### src/rtl/load_store_unit_pkg.sv
// Shared types and constants for the load/store unit: FSM states, RV32I
// load/store funct3 codes and the access legality rule.
package load_store_unit_pkg;

  localparam int LSU_WORD_ADDR_BITS = 10;

  typedef enum logic [1:0] {
    IDLE    = 2'd0,
    RD_WAIT = 2'd1,
    WR_WAIT = 2'd2,
    DONE    = 2'd3
  } lsu_state_e;

  localparam logic [2:0] F3_LB  = 3'b000;
  localparam logic [2:0] F3_LH  = 3'b001;
  localparam logic [2:0] F3_LW  = 3'b010;
  localparam logic [2:0] F3_LBU = 3'b100;
  localparam logic [2:0] F3_LHU = 3'b101;

  localparam logic [2:0] F3_SB  = 3'b000;
  localparam logic [2:0] F3_SH  = 3'b001;
  localparam logic [2:0] F3_SW  = 3'b010;

  // True when the code is defined for the direction and the address is
  // naturally aligned for its size.
  function automatic logic access_legal(input logic       is_store,
                                        input logic [2:0] funct3,
                                        input logic [1:0] addr_lo);
    logic legal;
    legal = 1'b0;
    if (is_store) begin
      case (funct3)
        F3_SB:   legal = 1'b1;
        F3_SH:   legal = ~addr_lo[0];
        F3_SW:   legal = (addr_lo == 2'b00);
        default: legal = 1'b0;
      endcase
    end else begin
      case (funct3)
        F3_LB, F3_LBU: legal = 1'b1;
        F3_LH, F3_LHU: legal = ~addr_lo[0];
        F3_LW:         legal = (addr_lo == 2'b00);
        default:       legal = 1'b0;
      endcase
    end
    return legal;
  endfunction

endpackage

### src/rtl/load_store_unit_lane_align.sv
// Combinational lane logic: extracts/extends load data from a memory word and
// replicates store data across lanes with the matching byte enables.
import load_store_unit_pkg::*;

module lsu_lane_align (
  input  logic [2:0]  funct3,
  input  logic [1:0]  addr_lo,
  input  logic [31:0] rdata,
  input  logic [31:0] wdata,
  output logic [31:0] load_data,
  output logic [31:0] store_data,
  output logic [3:0]  store_be
);

  logic [7:0]  byte_sel;
  logic [15:0] half_sel;

  assign byte_sel = rdata[{addr_lo, 3'b000} +: 8];
  assign half_sel = rdata[{addr_lo[1], 4'b0000} +: 16];

  // NOTE: every output gets a default first so no path leaves one unassigned
  // and always_comb never infers a latch.
  always_comb begin
    load_data = '0;
    case (funct3)
      F3_LB:   load_data = {{24{byte_sel[7]}}, byte_sel};
      F3_LH:   load_data = {{16{half_sel[15]}}, half_sel};
      F3_LW:   load_data = rdata;
      F3_LBU:  load_data = {24'd0, byte_sel};
      F3_LHU:  load_data = {16'd0, half_sel};
      default: load_data = '0;
    endcase
  end

  always_comb begin
    store_data = '0;
    store_be   = 4'b0000;
    case (funct3)
      F3_SB: begin
        store_data = {4{wdata[7:0]}};
        store_be   = 4'b0001 << addr_lo;
      end
      F3_SH: begin
        store_data = {2{wdata[15:0]}};
        store_be   = addr_lo[1] ? 4'b1100 : 4'b0011;
      end
      F3_SW: begin
        store_data = wdata;
        store_be   = 4'b1111;
      end
      default: begin
        store_data = '0;
        store_be   = 4'b0000;
      end
    endcase
  end

endmodule

### src/rtl/load_store_unit.sv
// Multi-cycle load/store unit: latches one request in IDLE, drives a word
// memory with wait-state support and returns an aligned, extended load result.
import load_store_unit_pkg::*;

module load_store_unit #(
  parameter int DATA_WIDTH     = 32,
  parameter int WORD_ADDR_BITS = LSU_WORD_ADDR_BITS
) (
  input  logic                      clk_i,
  input  logic                      reset_i,
  input  logic [2:0]                funct3_i,
  input  logic [31:0]               byte_addr_i,
  input  logic [DATA_WIDTH-1:0]     wd_i,
  input  logic                      mwr_i,
  input  logic                      mrd_i,
  output logic [DATA_WIDTH-1:0]     rd_o,
  output logic                      mem_rdy_o,
  output logic                      err_o,
  output logic [WORD_ADDR_BITS-1:0] mem_addr_o,
  output logic [DATA_WIDTH-1:0]     mem_wdata_o,
  output logic [3:0]                mem_be_o,
  output logic                      mem_we_o,
  output logic                      mem_re_o,
  input  logic [DATA_WIDTH-1:0]     mem_rdata_i,
  input  logic                      mem_busy_i
);

  lsu_state_e state_q, state_d;

  logic [WORD_ADDR_BITS+1:0] addr_q;
  logic [2:0]                funct3_q;
  logic [DATA_WIDTH-1:0]     wd_q;
  logic [DATA_WIDTH-1:0]     rd_q;
  logic                      err_q;

  logic                  req_any;
  logic                  req_legal;
  logic [DATA_WIDTH-1:0] load_data;
  logic [DATA_WIDTH-1:0] store_data;
  logic [3:0]            store_be;

  // Address bits above the 4 KiB window are deliberately dropped.
  logic unused_addr_bits;
  assign unused_addr_bits = ^byte_addr_i[31:WORD_ADDR_BITS+2];

  assign req_any   = mwr_i | mrd_i;
  assign req_legal = access_legal(mwr_i, funct3_i, byte_addr_i[1:0]);

  lsu_lane_align u_lane_align (
    .funct3     (funct3_q),
    .addr_lo    (addr_q[1:0]),
    .rdata      (mem_rdata_i),
    .wdata      (wd_q),
    .load_data  (load_data),
    .store_data (store_data),
    .store_be   (store_be)
  );

  always_comb begin
    state_d = state_q;
    case (state_q)
      IDLE: begin
        if (req_any) begin
          if (!req_legal)  state_d = DONE;
          else if (mwr_i)  state_d = WR_WAIT;
          else             state_d = RD_WAIT;
        end
      end
      RD_WAIT: if (!mem_busy_i) state_d = DONE;
      WR_WAIT: if (!mem_busy_i) state_d = DONE;
      DONE:    state_d = IDLE;
      default: state_d = IDLE;
    endcase
  end

  // NOTE: reset is synchronous, so it lives inside the clocked branch and not
  // in the sensitivity list; all state updates use non-blocking assignment so
  // every register sees pre-edge values of the others.
  always_ff @(posedge clk_i) begin
    if (!reset_i) begin
      state_q  <= IDLE;
      addr_q   <= '0;
      funct3_q <= '0;
      wd_q     <= '0;
      rd_q     <= '0;
      err_q    <= 1'b0;
    end else begin
      state_q <= state_d;
      if (state_q == IDLE && req_any) begin
        addr_q   <= byte_addr_i[WORD_ADDR_BITS+1:0];
        funct3_q <= funct3_i;
        wd_q     <= wd_i;
        err_q    <= ~req_legal;
      end
      if (state_q == RD_WAIT && !mem_busy_i) begin
        rd_q <= load_data;
      end
    end
  end

  assign mem_re_o    = (state_q == RD_WAIT);
  assign mem_we_o    = (state_q == WR_WAIT);
  assign mem_addr_o  = addr_q[WORD_ADDR_BITS+1:2];
  assign mem_be_o    = mem_we_o ? store_be : 4'b0000;
  assign mem_wdata_o = mem_we_o ? store_data : '0;
  assign mem_rdy_o   = (state_q == DONE);
  assign err_o       = (state_q == DONE) && err_q;
  assign rd_o        = rd_q;

endmodule

### config.mk
export PLATFORM = sky130hd
export DESIGN_NAME = load_store_unit
export DESIGN_NICKNAME = d
export VERILOG_FILES = /design/src/rtl/load_store_unit_pkg.sv /design/src/rtl/load_store_unit_lane_align.sv /design/src/rtl/load_store_unit.sv
export SDC_FILE = /design/constraint.sdc
export NUM_CORES = 1
export LEC_CHECK = 0
export ABC_CLOCK_PERIOD_IN_PS = 1700
export CAP_MARGIN = 20
export CORE_MARGIN = 2
export CORE_UTILIZATION = 40
export CTS_CLUSTER_DIAMETER = 80
export DETAILED_ROUTE_END_ITERATION = 8
export GPL_TIMING_DRIVEN = 1
export PLACE_DENSITY = 0.88
export SLEW_MARGIN = 10
export SYNTH_ARGS = -nofsm -noshare
export SYNTH_HDL_FRONTEND = slang
export SYNTH_HIERARCHICAL = 1
export SYNTH_SLANG_ARGS = --single-unit
export TNS_END_PERCENT = 50
### constraint.sdc
create_clock -name clk_i -period 1.7 [get_ports clk_i]
set_clock_uncertainty 0.05 [all_clocks]
set_input_delay 0.34 -clock clk_i [delete_from_list [all_inputs] [get_ports clk_i]]
set_output_delay 0.34 -clock clk_i [all_outputs]
set_load 0.05 [all_outputs]
# Word-level counts from Yosys, hierarchy flattened
# Cells that the tools add are included.
# Widths: inputs -> output; s select.
[word_totals]
ff_bits = 82
input_bits = 104
elab_cells = 51
[classes]
eq_ne = 13
bitwise = 3
shifts = 3
mux = 14
n_reduce_logical = 12
[ops]
columns = ["op", "count"]
rows = [
  ["$pmux 32 s5", 1],
  ["$pmux 32 s3", 1],
  ["$mux 32", 1],
  ["$shiftx 32x6->16", 1],
  ["$shiftx 32x6->8", 1],
  ["$eq 3x3->1 const B", 4],
  ["$pmux 4 s3", 1],
  ["$mux 2", 4],
  ["$mux 4", 2],
  ["$eq 3x1->1 const B", 2],
  ["$eq 3x2->1 const B", 2],
  ["$logic_not 3->1", 2],
  ["$pmux 1 s3", 2],
  ["$pmux 2 s3", 1],
  ["$reduce_or 2->1", 3],
  ["$eq 2x2->1 const B", 2],
  ["$logic_not 2->1", 2],
  ["$ne 2x2->1 const B", 2],
  ["$shl 1x2->4 const A", 1],
  ["$logic_and 1x1->1", 3],
  ["$eq 2x1->1 const B", 1],
  ["$not 1->1", 2],
  ["$reduce_and 2->1", 1],
  ["$logic_not 1->1", 1],
  ["other kinds (2)", 2],
]

# Longest topological paths before layout
[depth]
word_depth = 7
ltp_mapped = 7
depth_no_buf = 5

# Modules after synthesis
# Netlist, hierarchy kept.
[modules_own_cells]
columns = ["mod", "area_each_um2", "instances", "cells_per_inst"]
rows = [
  ["load_store_unit", 3518.4, 1, 423],
  ["lsu_lane_align", 1222.4, 1, 184],
]

# Worst setup path before layout
# No wires, ideal clock.
[synth_timing]
path_kind = "reg-to-output"
startpoint = "register state_q[0]"
endpoint = "output port mem_wdata_o[10]"
path_buffers = 1
stages_incl_launch_ff = 5
setup_slack_ns = -0.365
t_required_ns = 1.310
arrival_time_ns = 1.675
path_cell_list = "dfxtp_1 inv_1 ha_1 clkbuf_1 and2_1"
[synth_between]
elab_chain_cells = 2
[synth_lines]
columns = ["element", "line", "source"]
rows = [
  ["start, declared", "load_store_unit.sv:28", "lsu_state_e state_q, state_d;"],
  ["start signal, assigned", "load_store_unit.sv:88", "state_q <= state_d;"],
  ["$eq 2x2->1", "load_store_unit.sv:102", "assign mem_we_o = (state_q == WR_WAIT);"],
  ["net mem_we_o", "load_store_unit.sv:22", "output logic mem_we_o,"],
  ["$mux 32", "load_store_unit.sv:105", "assign mem_wdata_o = mem_we_o ? store_data : '0;"],
  ["end, declared", "load_store_unit.sv:20", "output logic [DATA_WIDTH-1:0] mem_wdata_o,"],
]
# The timed path passes the listed nets, and every way through them passes these cells.

# Final worst setup path
[layout_timing]
startpoint = "register funct3_q[0]"
endpoint = "output port mem_wdata_o[25]"
[layout_between]
elab_chain_cells = 3
word_cells_on_any_way = 5
classes_between = "2 x eq/ne; 2 x mux; 1 x reduce/logical"
[layout_lines]
columns = ["element", "line", "source"]
rows = [
  ["start, declared", "load_store_unit.sv:31", "logic [2:0] funct3_q;"],
  ["start signal, assigned", "load_store_unit.sv:91", "funct3_q <= funct3_i;"],
  ["$eq 3x2->1, or another cell as far along", "load_store_unit_lane_align.sv:38", "case (funct3)"],
  ["$pmux 32 s3 (*)", "load_store_unit_lane_align.sv:38", ""],
  ["net store_data[25]", "load_store_unit.sv:39", "logic [DATA_WIDTH-1:0] store_data;"],
  ["$mux 32 (*)", "load_store_unit.sv:105", ""],
]
# Mark *: on every way through the listed nets, which the timed path passes. The rest lies on a longest branch.

==> impl_metrics.env <==
export IMPL_regToRegSetupSlack_ns=-0.25
export IMPL_drc=15
export IMPL_highest_signal_layer="met4"
export IMPL_die_y_um=112.9
export IMPL_power_density_nw_per_um2=1323
export IMPL_critPathMostFrequentCell="buf_12"
export IMPL_initial_core_util=0.4117
export IMPL_finalHoldViolCount=0
export IMPL_grt_setup_unrepaired="true"
export IMPL_syn_mean_instance_area_sq_um=7.810
export IMPL_grt_pass1_vias=5142
export IMPL_fin_area_sq_um=7789
export IMPL_relSlewSlack=0.7197
export IMPL_tightest_slew_ns=0.4204
export IMPL_critPathBufInv=2
export IMPL_min_period_ns=2.039
export IMPL_failed_checks="DRC, setup timing"
export IMPL_post_route_period_util=1.200
export IMPL_fin_ws_ns=-0.3393
export IMPL_die_area_sq_um=12740
export IMPL_fin_hold_ws_ns=0.4005
export IMPL_yosys_warnings=6
export IMPL_synthAdderAreaFrac=0.01320
export IMPL_min_to="addr_q[2]$_SDFFE_PN0P_"
export IMPL_cp_data_arrival_time_ns=1.65
export IMPL_r2r_start="addr_q[0]$_SDFFE_PN0P_"
export IMPL_start_kind="flop"
export IMPL_drive_gt1_frac=0.3393
export IMPL_r2r_end="rd_o[27]$_SDFFE_PN0P_"
export IMPL_holdBufCountCts=0
export IMPL_cp_slowest_cell="dfxtp_4"
export IMPL_die_width_um=112.9
export IMPL_clkLatencyLatePin_ns=0.34
export IMPL_ant_nets=0
export IMPL_core_sq_um=11520
export IMPL_drt_iter0_drc=404
export IMPL_drv_cap=0
export IMPL_clkSinkCount=82
export IMPL_crit_fanout=5
export IMPL_min_path_cells=2
export IMPL_setup_viol=59
export IMPL_required_ns=1.31
export IMPL_path_cells="buf_12, mux2_4, nand2_2, a21oi_1, and2_4, buf_12"
export IMPL_path_class="reg2out"
export IMPL_wl_met2_um=7596
export IMPL_synthToLayoutAreaGrowth_pct=64.29
export IMPL_synth_top_family_by_area="simple AND/OR/NAND/NOR gates"
export IMPL_n_antenna_cell=0
export IMPL_dp_hpwl_um=11060
export IMPL_leakagePower_uw=0.003204
export IMPL_hold_class="reg2reg"
export IMPL_wl_um=16100
export IMPL_grt_max_degree=84
export IMPL_yosys_mux_area_fraction=0.07416
export IMPL_track_usage=0.2485
export IMPL_synth_seq_cells=82
export IMPL_cpPeakStageDelay_ns=0.41
export IMPL_synth_cell_types=42
export IMPL_cts_root_buf="clkbuf_16"
export IMPL_r2r_cells=6
export IMPL_htreeDepth=3
export IMPL_route_met3_wl_um=1929
export IMPL_syn_nets=716
export IMPL_vias=5064
export IMPL_syn_inst=607
export IMPL_portBuffers=165
export IMPL_fmax_mhz=490.4
export IMPL_io_pins=186
export IMPL_wl_per_cell_um=17.48
export IMPL_cts_tree="done"
export IMPL_peakVddDrop_mv=0.8527
export IMPL_final_common_cell="nand2_1"
export IMPL_overflow=0
export IMPL_cts_buffer_depth=2
export IMPL_fin_nets=883
export IMPL_n_fill_cell=846
export IMPL_power_uw=10300
export IMPL_final_core_util=0.6763
export IMPL_cp_end_kind="primary output"
export IMPL_final_cell_mix="182 x nand2_1, 80 x clkdlybuf4s50_1, 77 x dfxtp_1"
export IMPL_grt_first_pass_wirelength_um=25460
export IMPL_wl_met1_um=5902
export IMPL_place_area_sq_um=7136
export IMPL_hp_start="addr_q[2]$_SDFFE_PN0P_"
export IMPL_cts_buffers=9
export IMPL_fin_tns_setup_ns=-13.26
export IMPL_async_flop_share=0
export IMPL_synthXorXnorAreaFrac=0
export IMPL_grt_antenna_before_repair=0
export IMPL_synth_compound_area_share=0.2436
export IMPL_report_final_slew_viol_count=0
export IMPL_synth_edff_count=0
export IMPL_syn_area_sq_um=4741
export IMPL_ys_seq_area_frac=0.3463
export IMPL_vias_per_cell=5.498
export IMPL_num_rows=39
export IMPL_drt_first_pass_iters=7
export IMPL_synthFlopType="dfxtp_1"
export IMPL_yosys_area_share_simple=0.2486
export IMPL_status="complete, but fails checks"
export IMPL_place_congestion=0.8972
export IMPL_crit_family="flip-flops"
export IMPL_path_clk_slew_ns=0.06
[per-stage QoR]
| step | setup WS (ns) | cells |
|---|---|---|
| after floorplan | -0.1171 | 607 |
| after global placement | -0.5062 | 901 |
| after detailed placement | -0.5626 | 901 |
| after CTS | -0.3205 | 918 |
| after global routing | -0.3812 | 921 |
| final | -0.3393 | 921 |
[how the worst max path moves through the flow]
stage                                  start  depth (start not counted)               endpoint  slack (ns)
finish              funct3_q[0]$_SDFFE_PN0P_                          6        mem_wdata_o[25]       -0.34
global route        funct3_q[0]$_SDFFE_PN0P_                          6        mem_wdata_o[13]       -0.38
detailed placement           mem_rdata_i[31]                          6  rd_o[27]$_SDFFE_PN0P_       -0.56
CTS                 funct3_q[0]$_SDFFE_PN0P_                          6        mem_wdata_o[29]       -0.32
floorplan           funct3_q[2]$_SDFFE_PN0P_                          5            mem_be_o[2]       -0.12
global placement             mem_rdata_i[31]                          6  rd_o[26]$_SDFFE_PN0P_       -0.51
[where the power goes]
part | switching (uW) | leakage, uW | internal (uW)
sequential | 296 | 0.000673 | 2300
clock | 768 | 0.000156 | 1360
combinational | 3060 | 0.00237 | 2520
[kinds of logic after synthesis]
group | Yosys count
AND/OR/NAND/NOR | 268
flip-flops | 82
adder cells (fa/ha/maj) | 5
AO/OA/AOI/OAI | 158
buffers and inverters | 64
multiplexers | 30
[layout make-up]
cell class,instances,area [sq um],area share
well taps,143,178.9,0.02297
inverters,3,11.26,0.001446
multi-input cells,461,3069,0.3941
repair buffers,217,2556,0.3282
clock inverters,2,60.06,0.007711
clock buffers,13,260.3,0.03341
flip-flops and latches,82,1653,0.2122
[flip-flops by register name, summed over array words and instances, names as in the netlist]
| signal | cells |
|---|---|
| rd_o | 32 |
| err_q | 1 |
| funct3_q | 3 |
| state_q | 2 |
| addr_q | 12 |
| wd_q | 32 |
[routing by layer]
metal | vias to the layer above | global-route usage
li1 | 2358 | -
met1 | 2382 | 0.2828
met2 | 275 | 0.4088
met3 | 49 | 0.1002
met4 | 0 | 0.1171
met5 | - | 0
[worst min-delay path, stage by stage, from the launching register on]
cell and delay, ns:
dfxtp_1 0.31, nand2_1 0.05, a21boi_1 0.05
[what timing repair did]
action | 4_1_cts | 5_1_grt
gates cloned | 0 | 1
pin swaps | 10 | 14
setup buffers | 2 | 2
endpoints found under the setup margin | 67 | 71
resized for setup | 53 | 50
[synth_stat cells (3+ instances only)]
| library cell | instances | area share |
|---|---|---|
| inv_1 | 3 | 0.0024 |
| a21o_2 | 6 | 0.011 |
| buf_2 | 17 | 0.018 |
| a21boi_0 | 32 | 0.051 |
| and2_1 | 45 | 0.059 |
| nand2_1 | 190 | 0.15 |
| nor2b_1 | 5 | 0.0066 |
| clkbuf_1 | 24 | 0.019 |
| a21boi_1 | 50 | 0.079 |
| buf_6 | 6 | 0.014 |
| o21ai_0 | 11 | 0.012 |
| mux2_2 | 21 | 0.050 |
| buf_4 | 12 | 0.019 |
| nor2_1 | 14 | 0.011 |
| a21o_1 | 11 | 0.017 |
| a21oi_1 | 18 | 0.019 |
| a221oi_1 | 3 | 0.0055 |
| mux2i_1 | 7 | 0.015 |
| a221o_1 | 7 | 0.015 |
| a22oi_1 | 8 | 0.013 |
| nor3b_1 | 3 | 0.0048 |
| ha_1 | 5 | 0.013 |
| dfxtp_1 | 82 | 0.35 |
Power figures use the tool's default switching activity.
